### src/rtl/nes_bus_pkg.sv
// Shared definitions for the NES CPU memory bus: widths, arbiter state
// encoding and the default park address used while the host idles on the bus.
package nes_bus_pkg;

    localparam int CPU_A_W = 16;
    localparam int D_W     = 8;
    localparam int CNT_W   = 8;

    localparam logic [CPU_A_W-1:0] PARK_ADDR_DEFAULT = 16'h0000;

    typedef enum logic [2:0] {
        CPU_OWN,
        DRAIN,
        HOST_IDLE,
        ACCESS,
        ACK,
        RELEASE
    } arb_state_e;

    function automatic logic host_owns(input arb_state_e s);
        return (s == HOST_IDLE) || (s == ACCESS) || (s == ACK);
    endfunction

endpackage

### src/rtl/bus_arb_counter.sv
// Loadable down-counter that stops at zero; load has priority over decrement.
module bus_arb_counter
    import nes_bus_pkg::*;
#(
    parameter int W = CNT_W
) (
    input  logic         clk_in,
    input  logic         nres_in,
    input  logic         load,
    input  logic [W-1:0] load_val,
    input  logic         dec,
    output logic         zero
);

    logic [W-1:0] count_reg;

    always_ff @(posedge clk_in or negedge nres_in) begin
        if (!nres_in) begin
            count_reg <= '0;
        end else if (load) begin
            count_reg <= load_val;
        end else if (dec && (count_reg != '0)) begin
            count_reg <= count_reg - W'(1);
        end
    end

    assign zero = (count_reg == '0);

endmodule

### src/rtl/cpu_bus_arbiter.sv
// Sequenced handover of the CPU memory bus between the rp2a03 core and the
// host debug interface: stall, drain, single host accesses, then give back.
module cpu_bus_arbiter
    import nes_bus_pkg::*;
#(
    parameter int                  DRAIN_CYCLES = 2,
    parameter int                  RD_LAT       = 1,
    parameter int                  BURST_MAX    = 16,
    parameter int                  CPU_SLOT     = 8,
    parameter logic [CPU_A_W-1:0]  PARK_ADDR    = PARK_ADDR_DEFAULT
) (
    input  logic               clk_in,
    input  logic               nres_in,
    input  logic [CPU_A_W-1:0] cpu_a_in,
    input  logic               cpu_r_nw_in,
    input  logic [D_W-1:0]     cpu_d_in,
    output logic               cpu_rdy_out,
    input  logic               host_req_in,
    input  logic               host_hold_in,
    input  logic [CPU_A_W-1:0] host_a_in,
    input  logic               host_r_nw_in,
    input  logic [D_W-1:0]     host_d_in,
    output logic               host_ack_out,
    output logic [D_W-1:0]     host_d_out,
    output logic               host_active_out,
    output logic [CPU_A_W-1:0] bus_a_out,
    output logic               bus_r_nw_out,
    output logic [D_W-1:0]     bus_d_out,
    input  logic [D_W-1:0]     bus_d_in
);

    localparam int CNT_DRAIN = 0;
    localparam int CNT_RDLAT = 1;
    localparam int CNT_SLOT  = 2;

    arb_state_e         state_reg, state_next;
    logic [2:0]         cnt_load, cnt_dec, cnt_zero;
    logic [CNT_W-1:0]   cnt_val [3];
    logic [CNT_W-1:0]   burst_reg;
    logic               burst_full, fair_release, host_want;
    logic [CPU_A_W-1:0] lat_a_reg;
    logic               lat_r_nw_reg;
    logic [D_W-1:0]     lat_d_reg;
    logic               cpu_rdy_reg, host_ack_reg, host_active_reg;
    logic [D_W-1:0]     host_d_reg;

    assign host_want    = host_req_in || host_hold_in;
    assign burst_full   = (burst_reg == CNT_W'(BURST_MAX));
    assign fair_release = (state_reg == HOST_IDLE) && burst_full && !host_hold_in;

    // Drain, read-latency and CPU-slot timers share one counter implementation.
    genvar gi;
    generate
        for (gi = 0; gi < 3; gi++) begin : g_cnt
            bus_arb_counter #(.W(CNT_W)) u_cnt (
                .clk_in   (clk_in),
                .nres_in  (nres_in),
                .load     (cnt_load[gi]),
                .load_val (cnt_val[gi]),
                .dec      (cnt_dec[gi]),
                .zero     (cnt_zero[gi])
            );
        end
    endgenerate

    always_comb begin
        cnt_load            = '0;
        cnt_dec             = '0;
        cnt_val[CNT_DRAIN]  = CNT_W'(DRAIN_CYCLES - 1);
        cnt_val[CNT_RDLAT]  = CNT_W'(RD_LAT - 1);
        cnt_val[CNT_SLOT]   = fair_release ? CNT_W'(CPU_SLOT) : '0;
        cnt_load[CNT_DRAIN] = (state_reg == CPU_OWN) && (state_next == DRAIN);
        cnt_dec[CNT_DRAIN]  = (state_reg == DRAIN);
        cnt_load[CNT_RDLAT] = (state_reg == HOST_IDLE) && (state_next == ACCESS);
        cnt_dec[CNT_RDLAT]  = (state_reg == ACCESS);
        cnt_load[CNT_SLOT]  = (state_reg != RELEASE) && (state_next == RELEASE);
        cnt_dec[CNT_SLOT]   = (state_reg == CPU_OWN);
    end

    always_ff @(posedge clk_in or negedge nres_in) begin
        if (!nres_in) begin
            state_reg <= CPU_OWN;
        end else begin
            state_reg <= state_next;
        end
    end

    always_comb begin
        state_next = state_reg;
        case (state_reg)
            CPU_OWN:   if (host_want && cnt_zero[CNT_SLOT]) state_next = DRAIN;
            // The abort check waits for the drain to finish so the CPU's last cycle completes.
            DRAIN:     if (cnt_zero[CNT_DRAIN]) state_next = host_want ? HOST_IDLE : RELEASE;
            HOST_IDLE: begin
                if (fair_release)       state_next = RELEASE;
                else if (host_req_in)   state_next = ACCESS;
                else if (!host_hold_in) state_next = RELEASE;
            end
            ACCESS:    if (!lat_r_nw_reg || cnt_zero[CNT_RDLAT]) state_next = ACK;
            ACK:       state_next = HOST_IDLE;
            RELEASE:   state_next = CPU_OWN;
            default:   state_next = CPU_OWN;
        endcase
    end

    always_ff @(posedge clk_in or negedge nres_in) begin
        if (!nres_in) begin
            cpu_rdy_reg     <= 1'b1;
            host_ack_reg    <= 1'b0;
            host_active_reg <= 1'b0;
            host_d_reg      <= '0;
            burst_reg       <= '0;
            lat_a_reg       <= '0;
            lat_r_nw_reg    <= 1'b1;
            lat_d_reg       <= '0;
        end else begin
            cpu_rdy_reg     <= (state_next == CPU_OWN) || (state_next == RELEASE);
            host_ack_reg    <= (state_next == ACK);
            host_active_reg <= host_owns(state_next);
            if ((state_reg == HOST_IDLE) && (state_next == ACCESS)) begin
                lat_a_reg    <= host_a_in;
                lat_r_nw_reg <= host_r_nw_in;
                lat_d_reg    <= host_d_in;
            end
            if ((state_reg == ACCESS) && lat_r_nw_reg && cnt_zero[CNT_RDLAT]) begin
                host_d_reg <= bus_d_in;
            end
            if (state_reg == CPU_OWN) begin
                burst_reg <= '0;
            end else if ((state_reg == ACK) && !burst_full) begin
                burst_reg <= burst_reg + CNT_W'(1);
            end
        end
    end

    // Idle host ownership parks on a side-effect-free address so PPU registers are never touched.
    always_comb begin
        bus_a_out    = cpu_a_in;
        bus_r_nw_out = cpu_r_nw_in;
        bus_d_out    = cpu_d_in;
        case (state_reg)
            HOST_IDLE, ACK: begin
                bus_a_out    = PARK_ADDR;
                bus_r_nw_out = 1'b1;
                bus_d_out    = '0;
            end
            ACCESS: begin
                bus_a_out    = lat_a_reg;
                bus_r_nw_out = lat_r_nw_reg;
                bus_d_out    = lat_d_reg;
            end
            default: ;
        endcase
    end

    assign cpu_rdy_out     = cpu_rdy_reg;
    assign host_ack_out    = host_ack_reg;
    assign host_active_out = host_active_reg;
    assign host_d_out      = host_d_reg;

endmodule

### config.mk
export PLATFORM = sky130hd
export DESIGN_NAME = cpu_bus_arbiter
export DESIGN_NICKNAME = d
export VERILOG_FILES = /design/src/rtl/nes_bus_pkg.sv /design/src/rtl/bus_arb_counter.sv /design/src/rtl/cpu_bus_arbiter.sv
export SDC_FILE = /design/constraint.sdc
export NUM_CORES = 1
export LEC_CHECK = 0
export ABC_AREA = 1
export BUFFER_PORTS_ARGS = -buffer_cell sky130_fd_sc_hd__buf_2
export CORE_UTILIZATION = 40
export CTS_BUF_LIST = sky130_fd_sc_hd__clkbuf_16
export CTS_CLUSTER_DIAMETER = 60
export DETAILED_ROUTE_END_ITERATION = 7
export GPL_ROUTABILITY_DRIVEN = 0
export HOLD_SLACK_MARGIN = 0.03
export PLACE_DENSITY = 0.72
export SKIP_LAST_GASP = 1
export SLEW_MARGIN = 20
export SYNTH_ARGS = -nofsm -noshare
export SYNTH_HDL_FRONTEND = slang
export SYNTH_SLANG_ARGS = --single-unit
### constraint.sdc
create_clock -name clk_in -period 4.8 [get_ports clk_in]
set_clock_uncertainty 0.05 [all_clocks]
set_input_delay 0.72 -clock clk_in [delete_from_list [all_inputs] [get_ports clk_in]]
set_output_delay 0.72 -clock clk_in [all_outputs]
set_load 0.01 [all_outputs]
* After elaboration in Yosys (flattened, before gate mapping) *
Cells that the tools add are included.

operators by class
  add/sub/neg operators = 4
  equal/unequal tests = 11
  mux-type cells = 20
  reductions and logical operators = 33

operator list
  cell                                                 number
  2-to-1 mux 8 bit                                     8
  one-hot mux 16 bit (2 select lines)                  1
  zero test 8 bit                                      3
  nonzero test 8 bit                                   3
  subtractor 8 x 1 -> 8 bit, second input constant     3
  2-to-1 mux 3 bit                                     7
  one-hot mux 8 bit (2 select lines)                   1
  one-hot mux 3 bit (5 select lines)                   1
  equality test 3 x 2 -> 1 bit, second input constant  4
  logical AND 1 bit                                    12
  equality test 3 bit, second input constant           3
  adder 8 x 1 -> 8 bit, second input constant          1
  equality test 8 x 5 -> 1 bit, second input constant  1
  nonzero test 2 bit                                   4
  equality test 3 x 1 -> 1 bit, second input constant  2
  zero test 3 bit                                      2
  logical OR 1 bit                                     5
  2-to-1 mux 4 bit                                     1
  zero test 1 bit                                      3
  inequality test 3 bit, second input constant         1
  one-hot mux 1 bit (2 select lines)                   1
  OR reduction 2 bit                                   1

storage, ports and cells
  flip-flop bits (word level) = 71
  output and inout bits = 36

* Logic depth before layout (Yosys ltp) *
  depth in word-level cells = 8
  depth in mapped cells = 12

* By module *
A second synthesis with hierarchy kept.

second synthesis, totals
  cells, all modules = 613
  area total of the unflattened synthesis = 4362.9 sq um

modules (own cells, without submodules)
  module           times used  cells each  area an instance (sq um)  seq. area each (sq um)
  cpu_bus_arbiter  1           334         2572.5                    1178.6
  bus_arb_counter  3           93          596.8                     200.2

* Least setup slack after synthesis *
OpenSTA, ideal clock, no wires.

  path kind = register -> output
  from = reg state_reg[2]
  to = out bus_a_out[10]
  arrival = 1.249 ns
  setup slack = 2.781 ns
  cell stages (with the launch flop) = 7
  buffers on the path = 1
  cells stage by stage = dfrtp_1 inv_2 nand3_1 clkinv_1 buf_1 nand2_1 o21ai_0

between the ends
  word-level cells in the longest chain between the ends = 3
  elaborated cells on any way between the ends = 5

RTL lines
  element                                                              RTL line                text
  start: declaration                                                   cpu_bus_arbiter.sv:36   arb_state_e state_reg, state_next;
  start signal: assignment                                             cpu_bus_arbiter.sv:84   state_reg <= state_next;
  equality test 3 x 2 -> 1 bit or equality test 3 bit (tied branches)  cpu_bus_arbiter.sv:141  case (state_reg)
  OR reduction 2 bit                                                   cpu_bus_arbiter.sv:141
  one-hot mux 16 bit (2 select lines) (*)                              cpu_bus_arbiter.sv:141
  end: declaration                                                     cpu_bus_arbiter.sv:26   output logic [CPU_A_W-1:0] bus_a_out,

Mark *: on every way between the ends. The rest lies on a longest branch, timed or not.

* Final worst setup path *
  from = reg state_reg[1]
  to = out bus_d_out[0]

between the ends
  word-level cells in the longest chain between the ends = 3
  elaborated cells on any way between the ends = 5

RTL lines
  element                                                              RTL line                text
  equality test 3 x 2 -> 1 bit or equality test 3 bit (tied branches)  cpu_bus_arbiter.sv:141
  OR reduction 2 bit                                                   cpu_bus_arbiter.sv:141
  one-hot mux 8 bit (2 select lines) (*)                               cpu_bus_arbiter.sv:141
  end: declaration                                                     cpu_bus_arbiter.sv:28   output logic [D_W-1:0] bus_d_out,

Marks and branches as above.

==> out/qor_table.md <==
| Parameter | Reported | Unit |
| --- | --- | --- |
| Leakage dissipation | 2.37 | nW |
| Global-route wire length before repair | 14100 | um |
| Number of standard cells after synthesis | 463 | - |
| Register-to-Register Path Depth | 4 | - |
| # diodes | 0 | - |
| Total core area | 0.00889 | mm^2 |
| Final WL | 8150 | um |
| Final setup violation count | 0 | - |
| Commonest cells after routing, fill and taps aside | sky130_fd_sc_hd__nand2_1 (117), sky130_fd_sc_hd__buf_2 (96), sky130_fd_sc_hd__dfrtp_1 (69) | - |
| Number of nets in the synthesized netlist | 532 | - |
| IR drop worst, VDD | 0.000238 | V |
| Share of synthesized registers carrying an async set or reset | 100 | % |
| Clock root buffer | sky130_fd_sc_hd__clkbuf_16 | - |
| Max Slew Vio Count | 0 | - |
| Count of boundary I/O pins | 98 | - |
| Antenna viol nets, final | 0 | - |
| Final worst path period share | 62.1 | % |
| Most repeated library cell on the critical path | sky130_fd_sc_hd__nand3_1 | - |
| Effective utilization at floorplan | 42.2 | % |
| Largest delay share family, worst path | simple AND/OR/NAND/NOR gates | - |
| Pin count of the biggest net entering global routing | 45 | - |
| Layout cell share with drive strength beyond 1 | 25.2 | % |
| Syn avg cell area | 8.10 | um^2 |
| Cell with the largest stage delay on the worst path | sky130_fd_sc_hd__nand3_1 | - |
| Vias in the first global route | 3150 | - |
| Fin. Hold Viols | 0 | - |
| GR Util All Layers | 18.2 | % |
| Sequential share of the synthesized area | 47.4 | % |
| Series of cell instances along the critical path | nand3_1, nand3_1, o21ai_0, buf_2 | - |
| Setup_tns | 0 | ns |
| Total power density per cell area | 555 | mW/mm^2 |
| Final Hold Slack | 0.326 | ns |
| Total standard cell area after synthesis | 0.00375 | mm^2 |
| Max Freq | 335 | MHz |
| Max Buffers Root-to-Sink | 2 | - |
| Min setup slack post-route | 1.82 | ns |
| Remaining design rule violation count | 0 | - |
| Buffers added on ports | 97 | - |
| Die span in y | 98.9 | um |
| Max incr delay on CP | 0.60 | ns |
| Post-synth EDFFs | 0 | - |
| Setup repair after global routing missed its margin | no | - |
| Crit path kind | register to output pin | - |
| Bufs and invs on worst path | 1 | - |
| Max-cap viol count | 0 | - |
| Area used by multi-input combinational logic | 0.00168 | mm^2 |
| Element type at the critical path start | register | - |
| Number of flip-flops under the largest register name | 24 | - |
| FF+latch count, synth | 71 | - |
| Number of nets in the final layout | 631 | - |
| Placement Rows | 34 | - |
| Ys flop type | sky130_fd_sc_hd__dfrtp_1 | - |
| Reg area | 0.00178 | mm^2 |
| Worst-path maximum fanout | 24 | - |
| Grt ovf | 0 | - |
| Length of the first detailed-routing pass in iterations | 4 | - |
| Status | complete, no violations | - |
| Data arrival, critical path | 2.21 | ns |
| Number of buffers created by CTS | 9 | - |
| Cell variety after synth | 35 | - |
| Synth Warn # | 0 | - |
| Number of buffers added for setup after CTS | 0 | - |
| CTS clk-pin slew, worst paths | 0.05 | ns |
| Worst setup EP type | output pin | - |
| Clock insertion delay at the later pin of the skew report | 0.33 | ns |
| Area growth from synthesis to final layout | 22.0 | % |
| Post-layout power | 2.54 | mW |
| Time the final worst path needs with I/O delays and setup | 2.98 | ns |
| Setup WS pre-CTS | 2.16 | ns |
| Detailed placer's ending HPWL | 5930 | um |
| Hold Buf Count CTS | 0 | - |
| Via count of the routed design | 3271 | - |
| Detail-routed via count per cell | 4.85 | - |
| Gates resized, CTS repair | 0 | - |
| Slew at the pin with the worst max-slew slack | 0.797 | ns |
| Initial antenna violation count | 0 | - |
| WL per Instance | 12.1 | um |
| 1st-iter DRT viols | 192 | - |
| Max-slew headroom at the worst pin | 46.7 | % |
| Floorplan die area | 0.00977 | mm^2 |
| H-Tree Depth | 3 | - |
| WP data required | 4.03 | ns |
| Commonest non-fill, non-tap cell in the layout | sky130_fd_sc_hd__nand2_1 | - |
| CTS sink count | 71 | - |
| Clock tree from TritonCTS | built | - |
| Classification of the worst-slack hold path | input pin to async pin | - |
| Number of fill cells in the layout | 815 | - |
| Logic depth of the worst path, buffers included | 4 | - |
| X dimension of the die | 98.9 | um |
## final cells by class
type | count | share of cell area, %
clock buffer | 9 | 4.92
tap | 108 | 2.95
multi-input combinational | 321 | 36.7
sequential | 71 | 38.9
inverter | 61 | 5.00
timing repair buffer | 98 | 10.8
clock inverter | 7 | 0.711
## report_power, final
group          internal [mW]  switching [mW]  leakage, nW  total, mW
clock network          0.339           0.232        0.133      0.571
logic                  0.352           0.641         1.36      0.992
registers              0.822           0.153        0.885      0.975
total                   1.51            1.03         2.37       2.54
## stage by stage
stage | instance area [um^2] | cells | utilization, %
after detailed placement | 4320 | 659 | 48.6
final | 4580 | 675 | 51.5
after CTS | 4580 | 675 | 51.5
after global placement | 4320 | 659 | 48.6
after floorplan | 3750 | 463 | -
after global routing | 4580 | 675 | 51.5
## per-layer routing
| metal | global-route usage, % | part of all wire [%] |
|---|---|---|
| met1 | 23.4 | 45 |
| met2 | 28.8 | 47 |
| met3 | 3.83 | 5.8 |
| met4 | 9.87 | 1.7 |
| met5 | 0 | 0 |
## cell families after synthesis
group | count (synthesis) | share of synthesized area [%]
AO/OA/AOI/OAI | 45 | 6.24
XOR/XNOR | 21 | 4.90
adder cells (fa/ha/maj) | 7 | 2.33
buffers and inverters | 71 | 7.77
flip-flops | 71 | 47.4
multiplexers | 8 | 2.40
AND/OR/NAND/NOR | 240 | 28.9
## Yosys cell counts, types with 6 or more instances
cell type	instances	area share (%)
sky130_fd_sc_hd__nand2_1	117	12
sky130_fd_sc_hd__mux2_2	8	2.4
sky130_fd_sc_hd__dfrtp_1	69	46
sky130_fd_sc_hd__xor2_1	17	4.0
sky130_fd_sc_hd__nor2_1	48	4.8
sky130_fd_sc_hd__a21oi_1	6	0.80
sky130_fd_sc_hd__nor3_1	8	1.1
sky130_fd_sc_hd__inv_1	54	5.4
sky130_fd_sc_hd__ha_1	7	2.3
sky130_fd_sc_hd__inv_2	6	0.60
sky130_fd_sc_hd__nand3_1	42	5.6
sky130_fd_sc_hd__o21ai_0	33	4.4
## worst paths after layout
path                         startpoint                          end  slack, ns
setup reg to reg           state_reg[1]                host_d_out[5]       2.46
max in group asynchronous       nres_in                host_d_out[0]       3.61
hold reg to reg            lat_d_reg[4]                 lat_d_reg[4]       0.42
min in group clk_in        lat_d_reg[4]                 lat_d_reg[4]       0.42
setup / recovery           state_reg[1]                 bus_d_out[0]       1.82
hold / removal                  nres_in  g_cnt[2].u_cnt.count_reg[7]       0.33
No activity file was read; power rests on OpenSTA's default activity.
